File: src/rtl/acc_fpu_arbiter.sv
// rtl/acc_fpu_arbiter.sv - round-robin sharing of one FPU between NUM_REQ requesters
// Requester id rides in the FPU tag so out-of-order results route back; credits bound in-flight ops.
module acc_fpu_arbiter #(
    parameter int NUM_REQ    = 2,
    parameter int PAYLOAD_W  = 128,
    parameter int RESULT_W   = 37,
    parameter int USER_TAG_W = 4,
    parameter int MAX_OUT    = 4,
    parameter int ID_W       = ($clog2(NUM_REQ) > 1) ? $clog2(NUM_REQ) : 1,
    parameter int TAG_W      = ID_W + USER_TAG_W,
    parameter int CNT_W      = $clog2(MAX_OUT + 1)
) (
    input  logic                          clk_i,
    input  logic                          rst_i,
    input  logic [NUM_REQ-1:0]            req_valid_i,
    output logic [NUM_REQ-1:0]            req_ready_o,
    input  logic [NUM_REQ*PAYLOAD_W-1:0]  req_payload_i,
    input  logic [NUM_REQ*USER_TAG_W-1:0] req_tag_i,
    output logic [NUM_REQ-1:0]            resp_valid_o,
    input  logic [NUM_REQ-1:0]            resp_ready_i,
    output logic [RESULT_W-1:0]           resp_data_o,
    output logic [USER_TAG_W-1:0]         resp_tag_o,
    output logic                          fpu_in_valid_o,
    input  logic                          fpu_in_ready_i,
    output logic [PAYLOAD_W-1:0]          fpu_payload_o,
    output logic [TAG_W-1:0]              fpu_tag_o,
    input  logic                          fpu_out_valid_i,
    output logic                          fpu_out_ready_o,
    input  logic [RESULT_W-1:0]           fpu_result_i,
    input  logic [TAG_W-1:0]              fpu_tag_i,
    input  logic                          fpu_busy_i,
    output logic                          fpu_flush_o,
    input  logic                          flush_i,
    output logic                          busy_o,
    output logic [CNT_W-1:0]              outstanding_o
);

    typedef enum logic [1:0] {RUN, FLUSH, DRAIN} state_t;

    state_t          state, state_n;
    logic            slot_valid;
    logic [ID_W-1:0] last_grant, grant_id, cand, rsp_id;
    logic            grant_en, grant_any, rsp_hs, drain_done;

    assign fpu_in_valid_o = slot_valid;
    assign resp_data_o    = fpu_result_i;
    assign resp_tag_o     = fpu_tag_i[USER_TAG_W-1:0];
    assign rsp_id         = fpu_tag_i[TAG_W-1 -: ID_W];
    assign drain_done     = !fpu_busy_i && !fpu_out_valid_i;
    // Credit check uses the registered count: a same-cycle response does not free a credit early.
    assign grant_en       = (state == RUN) && !flush_i && (!slot_valid || fpu_in_ready_i)
                            && (outstanding_o < CNT_W'(MAX_OUT));
    assign rsp_hs         = (state == RUN) && fpu_out_valid_i && fpu_out_ready_o;
    assign busy_o         = (state != RUN) || slot_valid || (outstanding_o != '0);

    always_ff @(posedge clk_i or posedge rst_i) begin
        if (rst_i) begin
            state <= RUN;
        end else begin
            state <= state_n;
        end
    end

    always_comb begin
        state_n = state;
        unique case (state)
            RUN:     if (flush_i) state_n = FLUSH;
            FLUSH:   state_n = DRAIN;
            DRAIN:   if (drain_done) state_n = RUN;
            default: state_n = RUN;
        endcase
    end

    always_comb begin
        req_ready_o     = '0;
        resp_valid_o    = '0;
        fpu_out_ready_o = 1'b0;
        fpu_flush_o     = (state == FLUSH);
        grant_any       = 1'b0;
        grant_id        = '0;
        cand            = '0;
        if (grant_en) begin
            for (int k = 1; k <= NUM_REQ; k++) begin
                cand = ID_W'((int'(last_grant) + k) % NUM_REQ);
                if (!grant_any && req_valid_i[cand]) begin
                    grant_any = 1'b1;
                    grant_id  = cand;
                end
            end
        end
        if (grant_any) req_ready_o[grant_id] = 1'b1;
        if (state == RUN) begin
            // Ids with no matching requester are accepted and dropped so the FPU never wedges.
            if (int'(rsp_id) < NUM_REQ) begin
                resp_valid_o[rsp_id] = fpu_out_valid_i;
                fpu_out_ready_o      = fpu_out_valid_i && resp_ready_i[rsp_id];
            end else begin
                fpu_out_ready_o = fpu_out_valid_i;
            end
        end else if (state == DRAIN) begin
            fpu_out_ready_o = 1'b1;
        end
    end

    always_ff @(posedge clk_i or posedge rst_i) begin
        if (rst_i) begin
            slot_valid    <= 1'b0;
            fpu_payload_o <= '0;
            fpu_tag_o     <= '0;
            last_grant    <= ID_W'(NUM_REQ - 1);
            outstanding_o <= '0;
        end else begin
            if (state == RUN && flush_i) begin
                slot_valid <= 1'b0;
            end else if (grant_any) begin
                slot_valid    <= 1'b1;
                fpu_payload_o <= req_payload_i[grant_id*PAYLOAD_W +: PAYLOAD_W];
                fpu_tag_o     <= {grant_id, req_tag_i[grant_id*USER_TAG_W +: USER_TAG_W]};
                last_grant    <= grant_id;
            end else if (fpu_in_ready_i) begin
                slot_valid <= 1'b0;
            end

            if (state == DRAIN && drain_done) begin
                outstanding_o <= '0;
            end else if (grant_any && !rsp_hs) begin
                outstanding_o <= outstanding_o + CNT_W'(1);
            end else if (!grant_any && rsp_hs) begin
                outstanding_o <= outstanding_o - CNT_W'(1);
            end
        end
    end

endmodule

File: config.mk
export PLATFORM = sky130hd
export DESIGN_NAME = acc_fpu_arbiter
export DESIGN_NICKNAME = d
export VERILOG_FILES = /design/src/rtl/acc_fpu_arbiter.sv
export SDC_FILE = /design/constraint.sdc
export NUM_CORES = 1
export LEC_CHECK = 0
export ABC_AREA = 1
export BUFFER_PORTS_ARGS = -buffer_cell sky130_fd_sc_hd__buf_2
export CORE_AREA = 3 3 194 196
export CTS_CLUSTER_DIAMETER = 120
export DETAILED_ROUTE_END_ITERATION = 10
export DIE_AREA = 0 0 197 199
export PLACE_DENSITY = 0.41
export SETUP_SLACK_MARGIN = 0.4
export SLEW_MARGIN = 20
export SYNTH_ARGS = -nofsm -noshare
export SYNTH_HDL_FRONTEND = slang
export SYNTH_SLANG_ARGS = --single-unit
File: constraint.sdc
create_clock -name clk_i -period 5.6 [get_ports clk_i]
set_input_delay 0.28 -clock clk_i [delete_from_list [all_inputs] [get_ports clk_i]]
set_output_delay 0.28 -clock clk_i [all_outputs]
set_load 0.05 [all_outputs]
==> metrics.txt <==
First DRT Iteration DRCs 226; mux cell area share after synthesis 0%; main combinational cell family by area after synthesis compound AO/OA/AOI/OAI gates; Avg Cell Area, Syn approximately 8.3 sq um; endpoints failing setup 0; CORE AREA approximately 36000 sq um; n_diodes 0; Worst Path Required 5320 ps; CP Data Arrival Time 3090 ps; I/O pins between 500 and 600; CTS Hold Bufs 0; Cell variety after synth 24; multi-input logic area 2640 sq um; Resized Gates After CTS 0; Slew @ Worst Pin approximately 940 ps; Nets around 1500; design area 9580 sq um; CTS H-Tree Depth 4; CTS tree yes; fmax 0.297 GHz; Reg area about 3500 sq um; commonest non-fill, non-tap cells in the layout 418 x buf_2, 178 x o21ai_1, 152 x nand2_1; fin. max-slew vios 0; CTS buffer count 17; synthesized instance count 825; vias in the first global route a little over 7000; Synth Net Count 1142; First-pass DRT Iterations 6; largest net degree at the start of global routing 97; All-Layer GR Usage 13.3%; Synth Area in Compound Gates a little over a fifth; initial antenna violation count 0; FILL cells 4093; Netlist Area Pre-Place ~7000 sq um; Synth Area in Simple Gates between 10% and 20%; Yosys reg bits 140; Final GP Congestion 0.743; worst-case clock buffer depth 2; post-synthesis adder-cell area fraction less than 1%; Area Overhead vs Synth 40.5%; most common cell after layout, fill and taps aside buf_2; Worst-Skew Late Latency 430 ps; peak supply drop 0.285 mV; Yosys warnings 0; pwr dens 655 nW/um^2; Worst Setup Start Kind flop; Die H 199 um; RSZ-0062 raised after global routing no; # Max-Cap Violations 0; Root Driver clkbuf_16; postcts setup bufs 0; final wirelength 26900 um; CTS Sinks between 100 and 150; Leakage ~5.0 nW; Post-Synth XOR/XNOR Area 0%; die area 39200 sq um; register area share after synthesis 51.4%; min-delay worst type primary input to async pin; fraction of layout instances using a drive strength above 1 40.9%; Antenna Nets Post-Route 0; Slew HR 37.6%; hpwl dp 18700 um; hold_ws 5.75 ps; status completed; area post-placement 8940 sq um; Worst setup EP type primary output; # rows 70; clock slew seen by the registers of the worst setup and hold paths 60 ps; initial core utilization 18.8%; via count approximately 7000; Vias/cell between 4 and 5; Hold Vio Cnt, Final 0; Final Cycle Share 60.1%; DR DRC count 0; total negative slack 0 ps; final critical-path required period roughly 3400 ps; Overflow after GRT 0; critical path type flop to primary output; first-pass GRT wire length 40400 um; WL/cell between 15 and 20 um; Clock Skew 12.6 ps; crit-path max FO 75; die width around 200 um; PortBufs 418
[logic make-up (layout without fill, tap and decap cells)]
logic type | after synthesis | in the layout
AO/OA/AOI/OAI | 269 | 269
buffers and inverters | 111 | 469
AND/OR/NAND/NOR | 304 | 304
flip-flops | 140 | 140
adder cells (fa/ha/maj) | 1 | 1
[layer usage]
metal	routed length (um)	track usage [%]	share of wire, %
met5	0	0	0
met4	855	6.15	3.2
met3	2550	4.64	9.5
met2	12700	21.3	47
met1	10800	16.0	40
[worst max-delay path, stage by stage (launching register included)]
cell,delay (ps)
dfrtp_1,410
nor2_4,160
nand2_2,80
nor2_4,170
nand2_4,440
inv_4,790
buf_2,390
[synth_stat cells]
library cell	instances	area (sq um)
or4_1	1	7.51
nor2_1	137	514
nand4_1	1	6.26
clkinv_2	1	5.00
a21boi_0	1	7.51
nand2_1	153	574
inv_2	1	3.75
buf_2	22	110
fa_1	1	20.0
dfstp_2	1	26.3
nand2_2	1	6.26
o21ai_2	20	175
inv_1	11	41.3
nand2_4	1	11.3
nand3_1	7	35.0
or2_2	1	6.26
clkbuf_1	22	82.6
o21ai_0	69	345
buf_4	44	330
o21ai_1	178	891
buf_6	10	113
nor2_4	2	22.5
o21bai_1	1	7.51
dfrtp_1	139	3480
[sequential cells by signal, summed over array words and instances, names as in the netlist]
register	cells
state	2
fpu_tag_o	5
outstanding_o	3
fpu_payload_o	128
last_grant	1
fpu_in_valid_o	1
[stage by stage]
step | worst slack (ps) | util (%) | total power [mW] | instances
5_1_grt | 2000 | 26.4 | 6.66 | 1651
3_3_place_gp | 2580 | 24.7 | 5.12 | 1618
4_1_cts | 2170 | 26.3 | 6.37 | 1650
3_5_place_dp | 2500 | 24.7 | 5.13 | 1618
2_1_floorplan | 1570 | - | 4.31 | 825
6_report | 2230 | 26.4 | 6.27 | 1651
[power by group]
group / internal [mW] / switching, mW
combinational: 0.738 / 2.58
clock: 0.736 / 0.459
sequential: 1.49 / 0.269
total: 2.96 / 3.31
[cell type report]
type / instances / area share, %
inverter: 13 / 0.614
clock inverter: 10 / 1.44
tap: 468 / 6.11
timing repair buffer: 424 / 22.8
multi-input combinational: 574 / 27.5
sequential: 140 / 36.6
clock buffer: 22 / 4.95
[worst paths after layout]
kind,to,startpoint,cells after the start,slack (ps)
worst max-delay path,req_ready_o[1],state[0]$_DFFE_PP0P_,6,2230
min in group clk_i,fpu_payload_o[93]$_DFFE_PP0P_,req_payload_i[221],3,100
worst max register to register,fpu_payload_o[127]$_DFFE_PP0P_,state[0]$_DFFE_PP0P_,8,2550
worst min register to register,fpu_tag_o[4]$_DFFE_PP0P_,fpu_tag_o[4]$_DFFE_PP0P_,2,480
worst min-delay path,fpu_payload_o[6]$_DFFE_PP0P_,rst_i,2,6
max in group asynchronous,fpu_payload_o[70]$_DFFE_PP0P_,rst_i,3,4310
(Power assumes the default switching activity.)
